<file path="config.mk">
export PLATFORM = sky130hd
export DESIGN_NAME = booth_r16_seq_mult_flat
export DESIGN_NICKNAME = d
export VERILOG_FILES = /design/src/rtl/booth_r16_seq_mult_if.sv /design/src/rtl/booth_r16_seq_mult.sv /design/src/flat_wrapper.sv
export SDC_FILE = /design/constraint.sdc
export NUM_CORES = 1
export LEC_CHECK = 0
export ABC_CLOCK_PERIOD_IN_PS = 11900
export CAP_MARGIN = 15
export CORE_ASPECT_RATIO = 0.75
export CORE_MARGIN = 2
export CORE_UTILIZATION = 40
export CTS_BUF_LIST = sky130_fd_sc_hd__clkbuf_8
export DETAILED_ROUTE_END_ITERATION = 10
export PLACE_DENSITY = 0.67
export SYNTH_ARGS = -nofsm -noshare
export SYNTH_HDL_FRONTEND = slang
export SYNTH_SLANG_ARGS = --single-unit
</file>
<file path="constraint.sdc">
create_clock -name clk -period 11.9 [get_ports clk]
set_input_delay 3.57 -clock clk [delete_from_list [all_inputs] [get_ports clk]]
set_output_delay 3.57 -clock clk [all_outputs]
set_load 0.01 [all_outputs]
</file>
<file path="src/rtl/booth_r16_seq_mult_if.sv">
// Operand/product handshake bundle for the radix-16 Booth multiplier.
// master = operand source / product consumer, slave = multiplier.
interface booth_r16_seq_mult_if #(
    parameter int unsigned WIDTH = 32
);
    logic                 in_valid;
    logic                 in_ready;
    logic                 in_signed;
    logic [WIDTH-1:0]     in_x;
    logic [WIDTH-1:0]     in_y;
    logic                 out_valid;
    logic                 out_ready;
    logic [2*WIDTH-1:0]   out_p;

    modport master (
        output in_valid, in_signed, in_x, in_y, out_ready,
        input  in_ready, out_valid, out_p
    );

    modport slave (
        input  in_valid, in_signed, in_x, in_y, out_ready,
        output in_ready, out_valid, out_p
    );
endinterface

</file>
<file path="src/rtl/booth_r16_seq_mult.sv">
// Sequential radix-16 Booth multiplier: one overlapping 5-bit digit per
// cycle, NDIG compute cycles per operation, signed or unsigned per request.
module booth_r16_seq_mult #(
    parameter int unsigned WIDTH = 32
) (
    input  logic                 clk,
    input  logic                 rst_n,
    booth_r16_seq_mult_if.slave  bus,
    output logic                 busy
);
    localparam int unsigned EXT  = 4 * ((WIDTH + 4) / 4);
    localparam int unsigned NDIG = EXT / 4;
    localparam int unsigned XW   = WIDTH + 4;
    localparam int unsigned AW   = 2 * WIDTH + 8;
    localparam int unsigned CW   = $clog2(NDIG);

    typedef enum logic [1:0] {IDLE, CALC, DONE} state_t;

    state_t               state_q, state_d;
    logic signed [XW-1:0] x_q;
    // {Y_ext, 1'b0} shifted right by four per digit, so the current window
    // always sits in bits [4:0] instead of being muxed out by index.
    logic [EXT:0]         y_q;
    logic [CW-1:0]        cnt_q;
    logic signed [AW-1:0] acc_q;
    logic [2*WIDTH-1:0]   p_q;

    logic                 last;
    logic [4:0]           win;
    logic [3:0]           sum4;
    logic [3:0]           mag;
    logic signed [AW-1:0] xa, x3, x5, x7, mult, pp, acc_next;
    logic                 ext_y;

    assign last  = (cnt_q == CW'(NDIG - 1));
    assign ext_y = bus.in_y[WIDTH-1] & bus.in_signed;

    // Booth digit decode and partial-product formation by shift-and-add
    always_comb begin
        win  = y_q[4:0];
        sum4 = {1'b0, win[3:1]} + {3'b000, win[0]};
        mag  = win[4] ? (4'd8 - sum4) : sum4;
        xa   = {{(AW-XW){x_q[XW-1]}}, x_q};
        x3   = (xa <<< 1) + xa;
        x5   = (xa <<< 2) + xa;
        x7   = (xa <<< 3) - xa;
        case (mag)
            4'd0:    mult = '0;
            4'd1:    mult = xa;
            4'd2:    mult = xa <<< 1;
            4'd3:    mult = x3;
            4'd4:    mult = xa <<< 2;
            4'd5:    mult = x5;
            4'd6:    mult = x3 <<< 1;
            4'd7:    mult = x7;
            default: mult = xa <<< 3;
        endcase
        pp       = win[4] ? -mult : mult;
        acc_next = acc_q + (pp << {cnt_q, 2'b00});
    end

    // State register
    always_ff @(posedge clk or negedge rst_n) begin
        if (!rst_n) state_q <= IDLE;
        else        state_q <= state_d;
    end

    // Next-state and handshake outputs
    always_comb begin
        state_d       = state_q;
        bus.in_ready  = 1'b0;
        bus.out_valid = 1'b0;
        busy          = 1'b0;
        bus.out_p     = p_q;
        case (state_q)
            IDLE: begin
                bus.in_ready = 1'b1;
                if (bus.in_valid) state_d = CALC;
            end
            CALC: begin
                busy = 1'b1;
                if (last) state_d = DONE;
            end
            DONE: begin
                busy          = 1'b1;
                bus.out_valid = 1'b1;
                if (bus.out_ready) state_d = IDLE;
            end
            default: state_d = IDLE;
        endcase
    end

    // Operand latch, digit iteration and product capture
    always_ff @(posedge clk or negedge rst_n) begin
        if (!rst_n) begin
            x_q   <= '0;
            y_q   <= '0;
            cnt_q <= '0;
            acc_q <= '0;
            p_q   <= '0;
        end else begin
            case (state_q)
                IDLE: begin
                    if (bus.in_valid) begin
                        x_q   <= {{4{bus.in_x[WIDTH-1] & bus.in_signed}}, bus.in_x};
                        y_q   <= {{(EXT-WIDTH){ext_y}}, bus.in_y, 1'b0};
                        cnt_q <= '0;
                        acc_q <= '0;
                    end
                end
                CALC: begin
                    acc_q <= acc_next;
                    cnt_q <= cnt_q + 1'b1;
                    y_q   <= y_q >> 4;
                    if (last) p_q <= acc_next[2*WIDTH-1:0];
                end
                default: ;
            endcase
        end
    end
endmodule

</file>
<file path="src/flat_wrapper.sv">
// flat-port wrapper written by rule: the top's interface ports become plain ports
module booth_r16_seq_mult_flat 
#(
    parameter int unsigned WIDTH = 32
)
  (clk, rst_n, busy, bus_in_valid, bus_in_signed, bus_in_x, bus_in_y, bus_out_ready, bus_in_ready, bus_out_valid, bus_out_p);
  booth_r16_seq_mult_if #(.WIDTH(WIDTH)) bus_i ();
  input  logic clk;
  input  logic rst_n;
  output logic busy;
  input wire logic [$bits(bus_i.in_valid)-1:0] bus_in_valid;
  input wire logic [$bits(bus_i.in_signed)-1:0] bus_in_signed;
  input wire logic [$bits(bus_i.in_x)-1:0] bus_in_x;
  input wire logic [$bits(bus_i.in_y)-1:0] bus_in_y;
  input wire logic [$bits(bus_i.out_ready)-1:0] bus_out_ready;
  output wire logic [$bits(bus_i.in_ready)-1:0] bus_in_ready;
  output wire logic [$bits(bus_i.out_valid)-1:0] bus_out_valid;
  output wire logic [$bits(bus_i.out_p)-1:0] bus_out_p;
  assign bus_i.in_valid = bus_in_valid;
  assign bus_i.in_signed = bus_in_signed;
  assign bus_i.in_x = bus_in_x;
  assign bus_i.in_y = bus_in_y;
  assign bus_i.out_ready = bus_out_ready;
  assign bus_in_ready = bus_i.in_ready;
  assign bus_out_valid = bus_i.out_valid;
  assign bus_out_p = bus_i.out_p;
  booth_r16_seq_mult #(.WIDTH(WIDTH)) u_core (.clk(clk), .rst_n(rst_n), .bus(bus_i), .busy(busy));
endmodule
</file>
==> results.toml, run 1 <==
[die]
floorplan.die.height_um = 207
ioPinCount = 136
placementRows = 74
die_outline_area_um2 = 56600
die_width_um = 274
core-area_um2 = 54300
initial_utilization_pct = 40.4

[logic_synthesis]
postSynthRegisterBits = 201
synth_ff_type = "sky130_fd_sc_hd__dfrtp_1"
synth_fp_nets = 3113
post_synth_instance_area_um2 = 21900
synthCells = 2872
synth.yosys.warnings = 0
avgSynthCellArea_um2 = 7.62
synth.yosys.seq_area_share_pct = 23.0
synth_async_sr_flop_share_pct = 100
synthDistinctLibCells = 98
synth_edf_count = 0

[clock_tree]
cts_root_buf = "sky130_fd_sc_hd__clkbuf_8"
tritoncts = "done"
cts-root-to-sink-buffers = 3
htree_num_levels = 2
worstSkewPairLatency_ns = 0.60
ctsHoldBuffers = 0
cts-resized-gates = 0
clock-sinks = 201
cts_inserted_buffers = 37
cts.reportedPaths.clkPinSlew_ns = 0.07
cts_setup_buffers = 0

[detailed_routing]
drt_iter0_drc = 2793
detailroute.via_count = 23101
vias_per_cell = 6.31
detail-route-antenna-nets = 0
routed_wire_length_per_instance_um = 23.5
total_wirelength_of_the_detailed_routed_design_um = 85900
detail_route.first_pass.iterations = 7
route.detailed.drc = 0

[global_routing]
grt_pass1_vias = 21288
grt.total_usage_pct = 29.8
grt_pass1_wl_um = 131000
grt_max_degree = 96
grt_overflow_total = 0
antenna_violations_before_repair = 2

[timing]
layout_setup_ws_ns = 0.724
worst_clock_skew_ns = 0.0463
tightestPinTransition_ns = 1.25
max-slew-margin-rel_pct = 16.1
report.final.hold_viol_count = 0
finalCritPeriodShare_pct = 93.9
rsz0062_at_grt = "false"
timing.setup.tns_ns = 0
max_clock_freq_mhz = 89.5
min_period_ns = 11.18
finalSetupViolations = 0
timing.final.max_slew_violations = 0

[cells_and_area]
n_fill_cell = 5432
finish.utilization_pct = 45.3
synthToLayoutAreaGrowth_pct = 12.3
multiInputGateArea_um2 = 15800
antenna_cells = 0
total_area_of_sequential_cells_um2 = 5030
drive_above_1_share_pct = 6.87
fin_nets = 3156

[hold_path]
min_path_type = "reg2reg"

[placement]
dpl.hpwl_um = 66800
total_of_buffers_placed_on_input_and_output_ports = 135
worst_setup_timing_slack_at_the_placement_stage_ns = 0.917
weighted_congestion_reported_at_the_end_of_routability_driven_placement = 1.04

[worst_setup_path]
startpoint_type = "register"
timing.critical_path.fanout_max = 15
cp_common_cell = "sky130_fd_sc_hd__ha_1"
critical_path_class = "reg2reg"
worst_ep_arrival_time_ns = 11.65
timing.critical_path.buf_inv = 2
slowest_cell_on_the_critical_path = "sky130_fd_sc_hd__xnor2_2"
top_family_by_delay_on_critical_path = "compound AO/OA/AOI/OAI gates"
end_kind = "register"
timing.critical_path.slowest_cell_delay_ns = 0.75
worst_ep_required_time_ns = 12.38

[status]
result_of_the_run = "complete, no violations"

[flow_run]
drv.max_cap_violation_count = 0
## synth_stat cells (all sizes together), types with 16 or more instances
cell type	n	share of area, %
a211oi	21	0.77
a21o	96	3.3
a21oi	223	5.1
a221oi	19	0.76
a22oi	24	0.85
a31oi	27	0.77
and2	25	0.71
and3	24	0.69
buf	44	1.1
clkbuf	129	2.2
dfrtp	201	23
ha	169	9.7
inv	98	1.7
mux2	46	2.4
mux2i	73	3.3
nand2	354	6.1
nand2b	23	0.69
nand3	58	1.3
nand4	49	1.4
nor2	207	3.5
nor3	74	1.7
o211ai	36	1.2
o21a	37	1.3
o21ai	335	7.7
o22ai	17	0.49
o31ai	16	0.55
or2	16	0.46
or3	23	0.66
xnor2	76	3.1
xor2	61	2.5
## cell type report
| type | count | share of cell area [%] |
|---|---|---|
| multi-input cells | 2399 | 64.4 |
| flip-flops and latches | 201 | 20.5 |
| repair buffers | 177 | 6.80 |
| well taps | 722 | 3.67 |
| clock buffers | 49 | 2.74 |
| inverters | 99 | 1.51 |
| clock inverters | 15 | 0.463 |
## state kept, by name, summed over array words and instances (netlist names)
register	cells
u_core.state_q	2
u_core.acc_q	64
u_core.y_q	34
u_core.bus.out_p	64
u_core.x_q	33
u_core.cnt_q	4
## cell families after synthesis
| logic type | Yosys count | synth area share [%] |
|---|---|---|
| buffers and inverters | 272 | 4.99 |
| DFF | 201 | 23.0 |
| adders and majority gates | 172 | 9.93 |
| AOI/OAI and AO/OA | 1046 | 30.9 |
| xor gates and xnor gates | 138 | 5.69 |
| muxes | 119 | 5.70 |
| and+or+nand+nor | 924 | 19.8 |
## worst min-delay path: stages (launching register included)
cell and delay [ns]:
sky130_fd_sc_hd__dfrtp_1 0.34, sky130_fd_sc_hd__nand2_1 0.04, sky130_fd_sc_hd__o21ai_0 0.06
## metrics by stage
step                hold WS (ns)  cells  cell area [µm²]
detailed placement         0.471   3598            23800
finish                     0.477   3662            24600
global placement           0.463   3598            23800
CTS                        0.484   3662            24600
global route               0.504   3662            24600
floorplan                  0.450   2872            21900
## per-layer routing
layer	track usage, %	up-vias	wire [µm]
met3	9.57	119	10900
met4	6.04	4	1550
met1	45.6	10980	40700
met2	40.1	1249	32700
li1	-	10749	-
met5	0	-	27
## final timing paths
path	from	to	slack [ns]	cells past startpoint
min in group asynchronous	rst_n	u_core.acc_q[53]$_DFFE_PN0P_	2.92	1
hold reg to reg	u_core.bus.out_p[28]$_DFFE_PN0P_	u_core.bus.out_p[28]$_DFFE_PN0P_	0.48	2
max in group asynchronous	rst_n	u_core.x_q[14]$_DFFE_PN0P_	7.58	2
setup / recovery	u_core.y_q[0]$_DFFE_PN0P_	u_core.acc_q[63]$_DFFE_PN0P_	0.72	36
hold / removal	u_core.bus.out_p[28]$_DFFE_PN0P_	u_core.bus.out_p[28]$_DFFE_PN0P_	0.48	2
setup reg to reg	u_core.y_q[0]$_DFFE_PN0P_	u_core.acc_q[63]$_DFFE_PN0P_	0.72	36
## placed cells by master, fill, tap and decap left out, types with 14 or more instances in the layout
master and instances:
sky130_fd_sc_hd__nand2_1 352, sky130_fd_sc_hd__o21ai_0 327, sky130_fd_sc_hd__a21oi_1 221, sky130_fd_sc_hd__nor2_1 207, sky130_fd_sc_hd__dfrtp_1 201, sky130_fd_sc_hd__ha_1 168
sky130_fd_sc_hd__clkdlybuf4s50_1 134, sky130_fd_sc_hd__inv_1 102, sky130_fd_sc_hd__a21o_1 96, sky130_fd_sc_hd__xnor2_1 74, sky130_fd_sc_hd__mux2i_1 73, sky130_fd_sc_hd__nor3_1 73
sky130_fd_sc_hd__xor2_1 60, sky130_fd_sc_hd__nand3_1 57, sky130_fd_sc_hd__nand4_1 49, sky130_fd_sc_hd__clkbuf_8 49, sky130_fd_sc_hd__mux2_2 46, sky130_fd_sc_hd__buf_4 42
sky130_fd_sc_hd__o21a_1 37, sky130_fd_sc_hd__o211ai_1 36, sky130_fd_sc_hd__a31oi_1 27, sky130_fd_sc_hd__and2_1 25, sky130_fd_sc_hd__and3_1 24, sky130_fd_sc_hd__or3_1 23
sky130_fd_sc_hd__a22oi_1 23, sky130_fd_sc_hd__nand2b_1 22, sky130_fd_sc_hd__a211oi_1 19, sky130_fd_sc_hd__a221oi_1 19, sky130_fd_sc_hd__o22ai_1 17, sky130_fd_sc_hd__o31ai_1 16
sky130_fd_sc_hd__a221o_1 15, sky130_fd_sc_hd__nor4_1 14, sky130_fd_sc_hd__or2_2 14
Power of run 1 is not shown: default switching activity piles up to over one toggle a cycle in this logic, so the estimate is an artifact.
==> inputs of run 2 (changes only) <==
Settings changed: ABC_CLOCK_PERIOD_IN_PS 11900 to 14000, CTS_BUF_LIST sky130_fd_sc_hd__clkbuf_8 to not set.
Clock period 11.9 ns to 14 ns, I/O delays scaled along.
==> run 2 against run 1 <==
Against the previous run: clock skew shrank 0.014 ns; worst setup slack improved by 2.2 ns; maximum frequency grew 0.88%; global-route usage shrank 1.2 points; first-iteration DRC count decreased by 9.0%; flip-flop and latch count stayed put; cell count fell by 0.71%.
==> results.toml, run 2 (same netlist as run 1, synthesis figures left out) <==
[worst_setup_path]
slowest_cell_on_the_critical_path = "sky130_fd_sc_hd__a2111o_1"
worst_ep_arrival_time_ns = 11.54
worst_ep_required_time_ns = 14.47
critical_path_class = "reg2reg"
ff2ff_path_depth = 33
end_kind = "register"
startpoint_type = "register"
timing.critical_path.slowest_cell_delay_ns = 0.97
timing.critical_path.fanout_max = 24

[global_routing]
grt.total_usage_pct = 28.6
antenna_violations_before_repair = 0
grt_max_degree = 104
grt_pass1_vias = 20874
grt_pass1_wl_um = 126000
grt_overflow_total = 0

[timing]
worst_clock_skew_ns = 0.0319
min_period_ns = 11.08
finalSetupViolations = 0
timing.final.max_slew_violations = 0
max-slew-margin-rel_pct = 14.1
tightestPinTransition_ns = 1.28
layout_setup_ws_ns = 2.92
timing.setup.tns_ns = 0
hold-worst-slack_ns = 0.475
max_clock_freq_mhz = 90.3
rsz0062_at_grt = "false"
finalCritPeriodShare_pct = 79.1
report.final.hold_viol_count = 0

[detailed_routing]
detailroute.via_count = 22731
drt_iter0_drc = 2541
total_wirelength_of_the_detailed_routed_design_um = 82700
vias_per_cell = 6.25
routed_wire_length_per_instance_um = 22.7
detail_route.first_pass.iterations = 6
detail-route-antenna-nets = 0
route.detailed.drc = 0

[clock_tree]
htree_num_levels = 1
cts-root-to-sink-buffers = 3
cts_inserted_buffers = 24
worstSkewPairLatency_ns = 0.58
clock-sinks = 201
cts-resized-gates = 0
cts.reportedPaths.clkPinSlew_ns = 0.06
cts_root_buf = "sky130_fd_sc_hd__clkbuf_16"
cts_setup_buffers = 0
tritoncts = "done"
ctsHoldBuffers = 0

[die]
core-area_um2 = 54300
die_width_um = 274
floorplan.die.height_um = 207
ioPinCount = 136
placementRows = 74
die_outline_area_um2 = 56600
initial_utilization_pct = 40.4

[placement]
dpl.hpwl_um = 64600
weighted_congestion_reported_at_the_end_of_routability_driven_placement = 1.04
worst_setup_timing_slack_at_the_placement_stage_ns = 3.18
total_of_buffers_placed_on_input_and_output_ports = 135

[cells_and_area]
fin_nets = 3139
drive_above_1_share_pct = 6.11
synthToLayoutAreaGrowth_pct = 12.5
layout_common_cells = "sky130_fd_sc_hd__nand2_1 (352), sky130_fd_sc_hd__o21ai_0 (327), sky130_fd_sc_hd__a21oi_1 (221)"
finish.utilization_pct = 45.4
layout.cells.most_common = "sky130_fd_sc_hd__nand2_1"
antenna_cells = 0

[hold_path]
hold-path-cell-count = 2
min_path_type = "reg2reg"

[status]
result_of_the_run = "complete, no violations"

[flow_run]
drv.max_cap_violation_count = 0
[run 2: area by class of cell]
cell class                 count  area, µm²
timing repair buffer         173       1660
inverter                      99        372
tap                          722        903
sequential                   201       5030
clock buffer                  29        629
fill                        5484      29600
clock inverter                13        203
multi-input combinational   2399      15800
[run 2: worst max-delay path, delay by kind of cell (launching register included)]
family / cells / cell delay, ns
AOI/OAI and AO/OA: 15 / 5.48
and+or+nand+nor: 11 / 2.64
muxes: 3 / 1.23
adders and majority gates: 3 / 1.01
DFF: 1 / 0.38
xor gates and xnor gates: 1 / 0.22
[run 2: stage by stage]
stage / instances / area [µm²]
after floorplan: 2872 / 21900
final: 3636 / 24600
after CTS: 3634 / 24600
after global placement: 3592 / 23800
after global routing: 3636 / 24600
after detailed placement: 3592 / 23800
[run 2: path summary, 6_finish.rpt]
kind                                                 startpoint                               end  slack [ns]
worst max-delay path                  u_core.y_q[0]$_DFFE_PN0P_      u_core.acc_q[63]$_DFFE_PN0P_        2.92
worst min-delay path            u_core.bus.out_p[9]$_DFFE_PN0P_   u_core.bus.out_p[9]$_DFFE_PN0P_        0.48
worst max register to register        u_core.y_q[0]$_DFFE_PN0P_      u_core.acc_q[63]$_DFFE_PN0P_        2.92
worst min register to register  u_core.bus.out_p[9]$_DFFE_PN0P_   u_core.bus.out_p[9]$_DFFE_PN0P_        0.48
max in group asynchronous                                 rst_n        u_core.x_q[32]$_DFFE_PN0P_        8.97
min in group asynchronous                                 rst_n  u_core.bus.out_p[52]$_DFFE_PN0P_        3.60
[run 2: metal layers]
metal  wire, µm  track usage [%]
met1      40200             44.1
met2      32700             40.0
met5          0                0
met4       1430             5.26
met3       8290             6.95
Power of run 2 is left out for the same reason.
